[config.mk]
export PLATFORM = sky130hd
export DESIGN_NAME = cla_serial_adder_flat
export DESIGN_NICKNAME = d
export VERILOG_FILES = /design/src/rtl/cla_serial_adder_pkg.sv /design/src/rtl/cla_serial_adder_if.sv /design/src/rtl/cla_serial_adder_clu_2b.sv /design/src/rtl/cla_serial_adder_pgu_su.sv /design/src/rtl/cla_serial_adder.sv /design/src/flat_wrapper.sv
export SDC_FILE = /design/constraint.sdc
export NUM_CORES = 1
export LEC_CHECK = 0
export CAP_MARGIN = 40
export CORE_MARGIN = 2
export CORE_UTILIZATION = 54
export CTS_CLUSTER_DIAMETER = 120
export DETAILED_ROUTE_END_ITERATION = 8
export HOLD_SLACK_MARGIN = 0.06
export PLACE_DENSITY = 0.88
export RECOVER_POWER = 100
export SYNTH_ARGS = -nofsm -noshare
export SYNTH_HDL_FRONTEND = slang
export SYNTH_SLANG_ARGS = --single-unit
[constraint.sdc]
create_clock -name clk -period 4.4 [get_ports clk]
set_clock_uncertainty 0.2 [all_clocks]
set_input_delay 0.88 -clock clk [delete_from_list [all_inputs] [get_ports clk]]
set_output_delay 0.88 -clock clk [all_outputs]
set_load 0.02 [all_outputs]
[src/rtl/cla_serial_adder_pkg.sv]
// Shared types and sizing helpers for the digit-serial carry-lookahead adder.
package cla_serial_adder_pkg;

  localparam int SLICE_W = 2;

  typedef enum logic [1:0] {
    ST_IDLE = 2'd0,
    ST_RUN  = 2'd1,
    ST_DONE = 2'd2
  } state_t;

  // Slice index width: enough to count WIDTH/2 slices, never narrower than 1 bit.
  function automatic int idx_w(input int width);
    return (width / SLICE_W > 1) ? $clog2(width / SLICE_W) : 1;
  endfunction

endpackage

[src/rtl/cla_serial_adder_if.sv]
// Operand source / result sink handshake bundle for cla_serial_adder.
interface cla_serial_adder_if #(parameter int WIDTH = 8) ();

  logic             in_valid;
  logic             in_ready;
  logic [WIDTH-1:0] a;
  logic [WIDTH-1:0] b;
  logic             sub;
  logic             out_valid;
  logic             out_ready;
  logic [WIDTH-1:0] sum;
  logic             cout;
  logic             ovf;
  logic             busy;

  modport master (
    output in_valid, a, b, sub, out_ready,
    input  in_ready, out_valid, sum, cout, ovf, busy
  );

  modport slave (
    input  in_valid, a, b, sub, out_ready,
    output in_ready, out_valid, sum, cout, ovf, busy
  );

endinterface

[src/rtl/cla_serial_adder_clu_2b.sv]
// 2-bit carry lookahead: carries out of bit 0 (c0) and bit 1 (c1) from p/g and carry-in.
module clu_2b
  import cla_serial_adder_pkg::*;
(
  input  logic [SLICE_W-1:0] i_p,
  input  logic [SLICE_W-1:0] i_g,
  input  logic               i_cin,
  output logic               o_c0,
  output logic               o_c1
);

  assign o_c0 = i_g[0] | (i_p[0] & i_cin);
  assign o_c1 = i_g[1] | (i_p[1] & i_g[0]) | (i_p[1] & i_p[0] & i_cin);

endmodule

[src/rtl/cla_serial_adder_pgu_su.sv]
// 2-bit propagate/generate unit with sum; carries into each bit are supplied externally.
module pgu_su
  import cla_serial_adder_pkg::*;
(
  input  logic [SLICE_W-1:0] i_a,
  input  logic [SLICE_W-1:0] i_b,
  input  logic               i_cin,
  input  logic               i_c0,
  output logic [SLICE_W-1:0] o_p,
  output logic [SLICE_W-1:0] o_g,
  output logic [SLICE_W-1:0] o_sum
);

  assign o_p   = i_a ^ i_b;
  assign o_g   = i_a & i_b;
  assign o_sum = o_p ^ {i_c0, i_cin};

endmodule

[src/rtl/cla_serial_adder.sv]
// Digit-serial add/subtract: walks WIDTH-bit operands through one 2-bit CLA slice, LSB first.
// state | meaning
// IDLE  | waiting for operands, in_ready high
// RUN   | one 2-bit slice per cycle, selected by r_idx
// DONE  | result held until the sink takes it
module cla_serial_adder
  import cla_serial_adder_pkg::*;
#(
  parameter int WIDTH = 8
) (
  input  logic               clk,
  input  logic               rst_n,
  cla_serial_adder_if.slave  bus
);

  localparam int NSL = WIDTH / SLICE_W;
  localparam int IW  = idx_w(WIDTH);

  if ((WIDTH % 2) != 0 || WIDTH < 2) begin : g_bad_width
    $error("cla_serial_adder: WIDTH must be even and >= 2");
  end

  state_t                         r_state;
  state_t                         w_state_nxt;
  logic [NSL-1:0][SLICE_W-1:0]    r_a;
  logic [NSL-1:0][SLICE_W-1:0]    r_b;
  logic [NSL-1:0][SLICE_W-1:0]    r_sum;
  logic [NSL-1:0][SLICE_W-1:0]    w_sum_nxt;
  logic [IW-1:0]                  r_idx;
  logic                           r_carry;
  logic                           r_cout;
  logic                           r_ovf;
  logic [SLICE_W-1:0]             w_a_sl;
  logic [SLICE_W-1:0]             w_b_sl;
  logic [SLICE_W-1:0]             w_p;
  logic [SLICE_W-1:0]             w_g;
  logic [SLICE_W-1:0]             w_sout;
  logic                           w_c0;
  logic                           w_c1;
  logic                           w_last;
  logic                           w_accept;
  logic                           w_in_ready;
  logic                           w_out_valid;
  logic                           w_busy;

  // A single-slice build has nothing to select, so the indexed path is only elaborated when NSL > 1.
  if (NSL == 1) begin : g_single
    assign w_a_sl    = r_a[0];
    assign w_b_sl    = r_b[0];
    assign w_sum_nxt = w_sout;
  end else begin : g_multi
    assign w_a_sl = r_a[r_idx];
    assign w_b_sl = r_b[r_idx];
    always_comb begin
      w_sum_nxt        = r_sum;
      w_sum_nxt[r_idx] = w_sout;
    end
  end

  pgu_su u_pgu_su (
    .i_a   (w_a_sl),
    .i_b   (w_b_sl),
    .i_cin (r_carry),
    .i_c0  (w_c0),
    .o_p   (w_p),
    .o_g   (w_g),
    .o_sum (w_sout)
  );

  clu_2b u_clu_2b (
    .i_p   (w_p),
    .i_g   (w_g),
    .i_cin (r_carry),
    .o_c0  (w_c0),
    .o_c1  (w_c1)
  );

  assign w_last   = (r_idx == IW'(NSL - 1));
  assign w_accept = (r_state == ST_IDLE) && bus.in_valid;

  always_ff @(posedge clk or negedge rst_n) begin
    if (!rst_n) r_state <= ST_IDLE;
    else        r_state <= w_state_nxt;
  end

  always_comb begin
    w_state_nxt = r_state;
    case (r_state)
      ST_IDLE: if (bus.in_valid)  w_state_nxt = ST_RUN;
      ST_RUN:  if (w_last)        w_state_nxt = ST_DONE;
      ST_DONE: if (bus.out_ready) w_state_nxt = ST_IDLE;
      default:                    w_state_nxt = ST_IDLE;
    endcase
  end

  always_comb begin
    w_in_ready  = 1'b0;
    w_out_valid = 1'b0;
    w_busy      = 1'b0;
    case (r_state)
      ST_IDLE: w_in_ready = 1'b1;
      ST_RUN:  w_busy     = 1'b1;
      ST_DONE: begin
        w_out_valid = 1'b1;
        w_busy      = 1'b1;
      end
      default: w_in_ready = 1'b0;
    endcase
  end

  // Subtraction is a + ~b + 1: invert B once at accept and seed the carry with 1.
  always_ff @(posedge clk or negedge rst_n) begin
    if (!rst_n) begin
      r_a     <= '0;
      r_b     <= '0;
      r_sum   <= '0;
      r_idx   <= '0;
      r_carry <= 1'b0;
      r_cout  <= 1'b0;
      r_ovf   <= 1'b0;
    end else if (w_accept) begin
      r_a     <= bus.a;
      r_b     <= bus.b ^ {WIDTH{bus.sub}};
      r_sum   <= '0;
      r_idx   <= '0;
      r_carry <= bus.sub;
      r_cout  <= 1'b0;
      r_ovf   <= 1'b0;
    end else if (r_state == ST_RUN) begin
      r_sum   <= w_sum_nxt;
      r_carry <= w_c1;
      r_idx   <= r_idx + 1'b1;
      if (w_last) begin
        r_cout <= w_c1;
        r_ovf  <= w_c0 ^ w_c1;
      end
    end
  end

  assign bus.in_ready  = w_in_ready;
  assign bus.out_valid = w_out_valid;
  assign bus.busy      = w_busy;
  assign bus.sum       = r_sum;
  assign bus.cout      = r_cout;
  assign bus.ovf       = r_ovf;

endmodule

[src/flat_wrapper.sv]
// flat-port wrapper written by rule: the top's interface ports become plain ports
module cla_serial_adder_flat import cla_serial_adder_pkg::*;
#(
  parameter int WIDTH = 8
)
  (clk, rst_n, bus_in_valid, bus_a, bus_b, bus_sub, bus_out_ready, bus_in_ready, bus_out_valid, bus_sum, bus_cout, bus_ovf, bus_busy);
  cla_serial_adder_if #(.WIDTH(WIDTH)) bus_i ();
  input  logic clk;
  input  logic rst_n;
  input wire logic [$bits(bus_i.in_valid)-1:0] bus_in_valid;
  input wire logic [$bits(bus_i.a)-1:0] bus_a;
  input wire logic [$bits(bus_i.b)-1:0] bus_b;
  input wire logic [$bits(bus_i.sub)-1:0] bus_sub;
  input wire logic [$bits(bus_i.out_ready)-1:0] bus_out_ready;
  output wire logic [$bits(bus_i.in_ready)-1:0] bus_in_ready;
  output wire logic [$bits(bus_i.out_valid)-1:0] bus_out_valid;
  output wire logic [$bits(bus_i.sum)-1:0] bus_sum;
  output wire logic [$bits(bus_i.cout)-1:0] bus_cout;
  output wire logic [$bits(bus_i.ovf)-1:0] bus_ovf;
  output wire logic [$bits(bus_i.busy)-1:0] bus_busy;
  assign bus_i.in_valid = bus_in_valid;
  assign bus_i.a = bus_a;
  assign bus_i.b = bus_b;
  assign bus_i.sub = bus_sub;
  assign bus_i.out_ready = bus_out_ready;
  assign bus_in_ready = bus_i.in_ready;
  assign bus_out_valid = bus_i.out_valid;
  assign bus_sum = bus_i.sum;
  assign bus_cout = bus_i.cout;
  assign bus_ovf = bus_i.ovf;
  assign bus_busy = bus_i.busy;
  cla_serial_adder #(.WIDTH(WIDTH)) u_core (.clk(clk), .rst_n(rst_n), .bus(bus_i));
endmodule
==> results by group <==
Power
  • Static leakage: 0.955 nW
  • Maximum vdd ir drop: 0.288 mV
  • Pwr Density: ~700 mW/mm2

STA
  • Actual slew at the worst max-slew pin: between 1.5 and 2 ns
  • Worst setup margin: 1.53 ns
  • Slew headroom: -7.79%
  • Final Hold Vio Count: 0
  • Final period utilization: 65.3%
  • # setup viols final: 0
  • Setup tns final: 0 ns
  • RSZ-0062 raised after global routing: false
  • Tmin final: 2.87 ns
  • Final Max Slew Viols: 32
  • Max Clock Freq: 348 MHz

Clocking
  • Clk sink count: 31
  • CTS root buffer: clkbuf_4
  • CTS tree: done
  • Max clock buf depth: 2
  • Post-CTS setup buffers: 0
  • H-tree levels: 2
  • Hold-fix buffers at CTS: 0
  • Reg clk slew, reported paths: 0.08 ns
  • Worst-skew pair later-pin latency: 0.34 ns
  • CTS resizes: 0
  • Cts bufs inserted: 5

Global routing
  • Largest net degree at the start of global routing: 32
  • Total gr overflow: 0
  • Total track usage: 21.0%
  • Antenna violations before repair: 0
  • Vias in the first global route: 1,276
  • First-pass GRT wire length: between 5000 and 6000 um

Synth
  • Synth Register Bits: 31
  • Commonest cells post-synth: nand2_1, dfrtp_1, ha_1, inv_1, o21ai_0
  • Synth cell types: 26
  • Sequential area share after synthesis: about half
  • Largest area contributor in the netlist: dfrtp_1
  • Syn Std Cell Area: 0.00161 mm2
  • Post-synth top area share: about half
  • Ys async rst share: 100%
  • Number of synthesized flops with an enable pin: 0
  • Count leader, synth: nand2_1
  • Ys flop type: dfrtp_1
  • Syn. warnings: 0
  • Syn Area/Cell: 9.84 um2
  • Post-Syn Instances: 164
  • Top cells by area, synth: dfrtp_1, nand2_1, ha_1
  • Mapped Nets: 197

Detailed routing
  • WL final: 2940 um
  • DR vias/cell: 5.25
  • Average wire per standard cell: 12.9 um
  • Post-DRT Antenna Nets: 0
  • Drt first pass iters: 6
  • Via count: 1,197
  • DRC viols: 1
  • Drt initial violations: 32

Finish
  • Multi-input logic area: 766 um2
  • Layout fillers: 213
  • Post-route cell area: 0.00200 mm2
  • Diode count: 0
  • Reg area: just under 800 um2
  • P&R area growth vs syn: 23.7%
  • Layout cell share with drive strength beyond 1: 7.61%
  • Final #Nets: between 200 and 250

Critical path
  • Critical path's slowest cell: dlygate4sd3_1
  • CP cell instances: inv_1 -> ha_1 -> dlygate4sd3_1
  • Arr. time, crit path: 1.79 ns
  • Startpoint types: flop
  • Crit Path Category: flop to output pin
  • Data required, critical path: around 3.3 ns
  • Critical Path Max Stage Delay: around 0.66 ns
  • Buffers & Inverters on Critical Path: 2
  • CP max FO: 4
  • Worst Setup End Kind: output pin
  • Crit-path leading delay family: buffers and inverters

Die
  • Core box area: 0.00281 mm2
  • Die footprint: 0.00344 mm2
  • Die width: 58.7 um
  • Initial Util: 57.5%
  • Die H: 58.7 um
  • Top Ports: 34
  • # rows: 19

Flow run
  • MaxCap Viol Count: 1

Placement
  • Post-place setup slack: 1.84 ns
  • Post-DP HPWL: 2260 um
  • Placed Instance Area: 0.00196 mm2
  • Buffers on Ports: 33
  • GPL Wtd Cong: 0.810

Outcome
  • Status: finished with violations
  • Failing checks: design-rule violations, max-capacitance violations, max-slew violations

Worst hold path
  • HP Class: flop to flop
worst register-to-register path: cells and delay by family (launching register included):
kind,cells,cell delay (ns)
flip-flops,1,0.59
multiplexers,1,0.56
AO/OA/AOI/OAI,2,0.47
adder cells (fa/ha/maj),1,0.35
AND/OR/NAND/NOR,1,0.23
power breakdown:
group	total [mW]	internal [mW]	switching [mW]
combinational	0.748	0.345	0.403
clock	0.146	0.0566	0.0889
sequential	0.500	0.414	0.0862
total	1.39	0.815	0.578
cell families (layout without fill, tap and decap cells):
group                    count (synthesis)  in the layout  synth area share [%]
AND/OR/NAND/NOR                         62             62                  16.3
flip-flops                              31             31                  48.1
AO/OA/AOI/OAI                           24             24                  8.45
buffers and inverters                   18             51                  4.42
adder cells (fa/ha/maj)                 12             12                  9.77
XOR/XNOR                                10             10                  5.43
multiplexers                             7              7                  7.60
routing by layer:
layer	global-route usage, %	part of all wire, %	up-vias
met5	0	0	-
met4	5.84	1.3	0
met3	7.25	5.7	4
met2	36.6	51	31
met1	24.8	42	562
li1	-	-	600
per-stage QoR:
stage | power, mW | hold WS [ns] | std cells | util, %
6_report | 1.39 | 0.285 | 228 | 71.2
3_5_place_dp | 1.29 | 0.267 | 222 | 69.9
4_1_cts | 1.44 | 0.289 | 228 | 71.4
5_1_grt | 1.54 | 0.299 | 228 | 71.2
2_1_floorplan | 1.04 | 0.240 | 164 | -
3_3_place_gp | 1.24 | 0.261 | 222 | 69.9
layout by cell type, fill, tap and decap left out, types with 2 or more instances in the layout:
| cell type | netlist | layout |
|---|---|---|
| a21oi_1 | 8 | 8 |
| clkbuf_1 | 4 | 2 |
| clkbuf_4 | 0 | 5 |
| clkdlybuf4s50_1 | 0 | 18 |
| dfrtp_1 | 31 | 31 |
| dlygate4sd3_1 | 0 | 15 |
| ha_1 | 11 | 11 |
| inv_1 | 11 | 11 |
| mux2_2 | 2 | 2 |
| mux4_2 | 4 | 4 |
| nand2_1 | 47 | 47 |
| nand2b_1 | 2 | 2 |
| nand3_1 | 3 | 3 |
| nor2_1 | 2 | 2 |
| o21ai_0 | 11 | 11 |
| or2_2 | 4 | 4 |
| xnor2_1 | 10 | 10 |
layout make-up:
cell class | instances | area share [%]
inverters | 11 | 2.07
well taps | 31 | 1.94
flip-flops and latches | 31 | 38.8
repair buffers | 34 | 16.7
clock buffers | 6 | 2.07
multi-input cells | 115 | 38.3
sequential cells by signal, summed over array words and instances, names as in the netlist:
name             cells
u_core.bus.cout      1
u_core.bus.ovf       1
u_core.bus.sum       8
u_core.r_a           8
u_core.r_b           8
u_core.r_carry       1
u_core.r_idx         2
u_core.r_state       2
final timing paths:
| path | slack (ns) | startpoint | endpoint | cells past startpoint |
|---|---|---|---|---|
| worst max-delay path | 1.53 | u_core.r_state[0] | bus_busy | 3 |
| worst min-delay path | 0.29 | u_core.r_a[3] | u_core.r_a[3] | 2 |
| worst max register to register | 1.83 | u_core.r_idx[0] | u_core.r_carry | 5 |
| worst min register to register | 0.29 | u_core.r_a[3] | u_core.r_a[3] | 2 |
| max in group asynchronous | 1.78 | rst_n | u_core.r_a[7] | 2 |
| min in group asynchronous | 1.27 | rst_n | u_core.bus.sum[0] | 2 |
(Power assumes the default switching activity.)
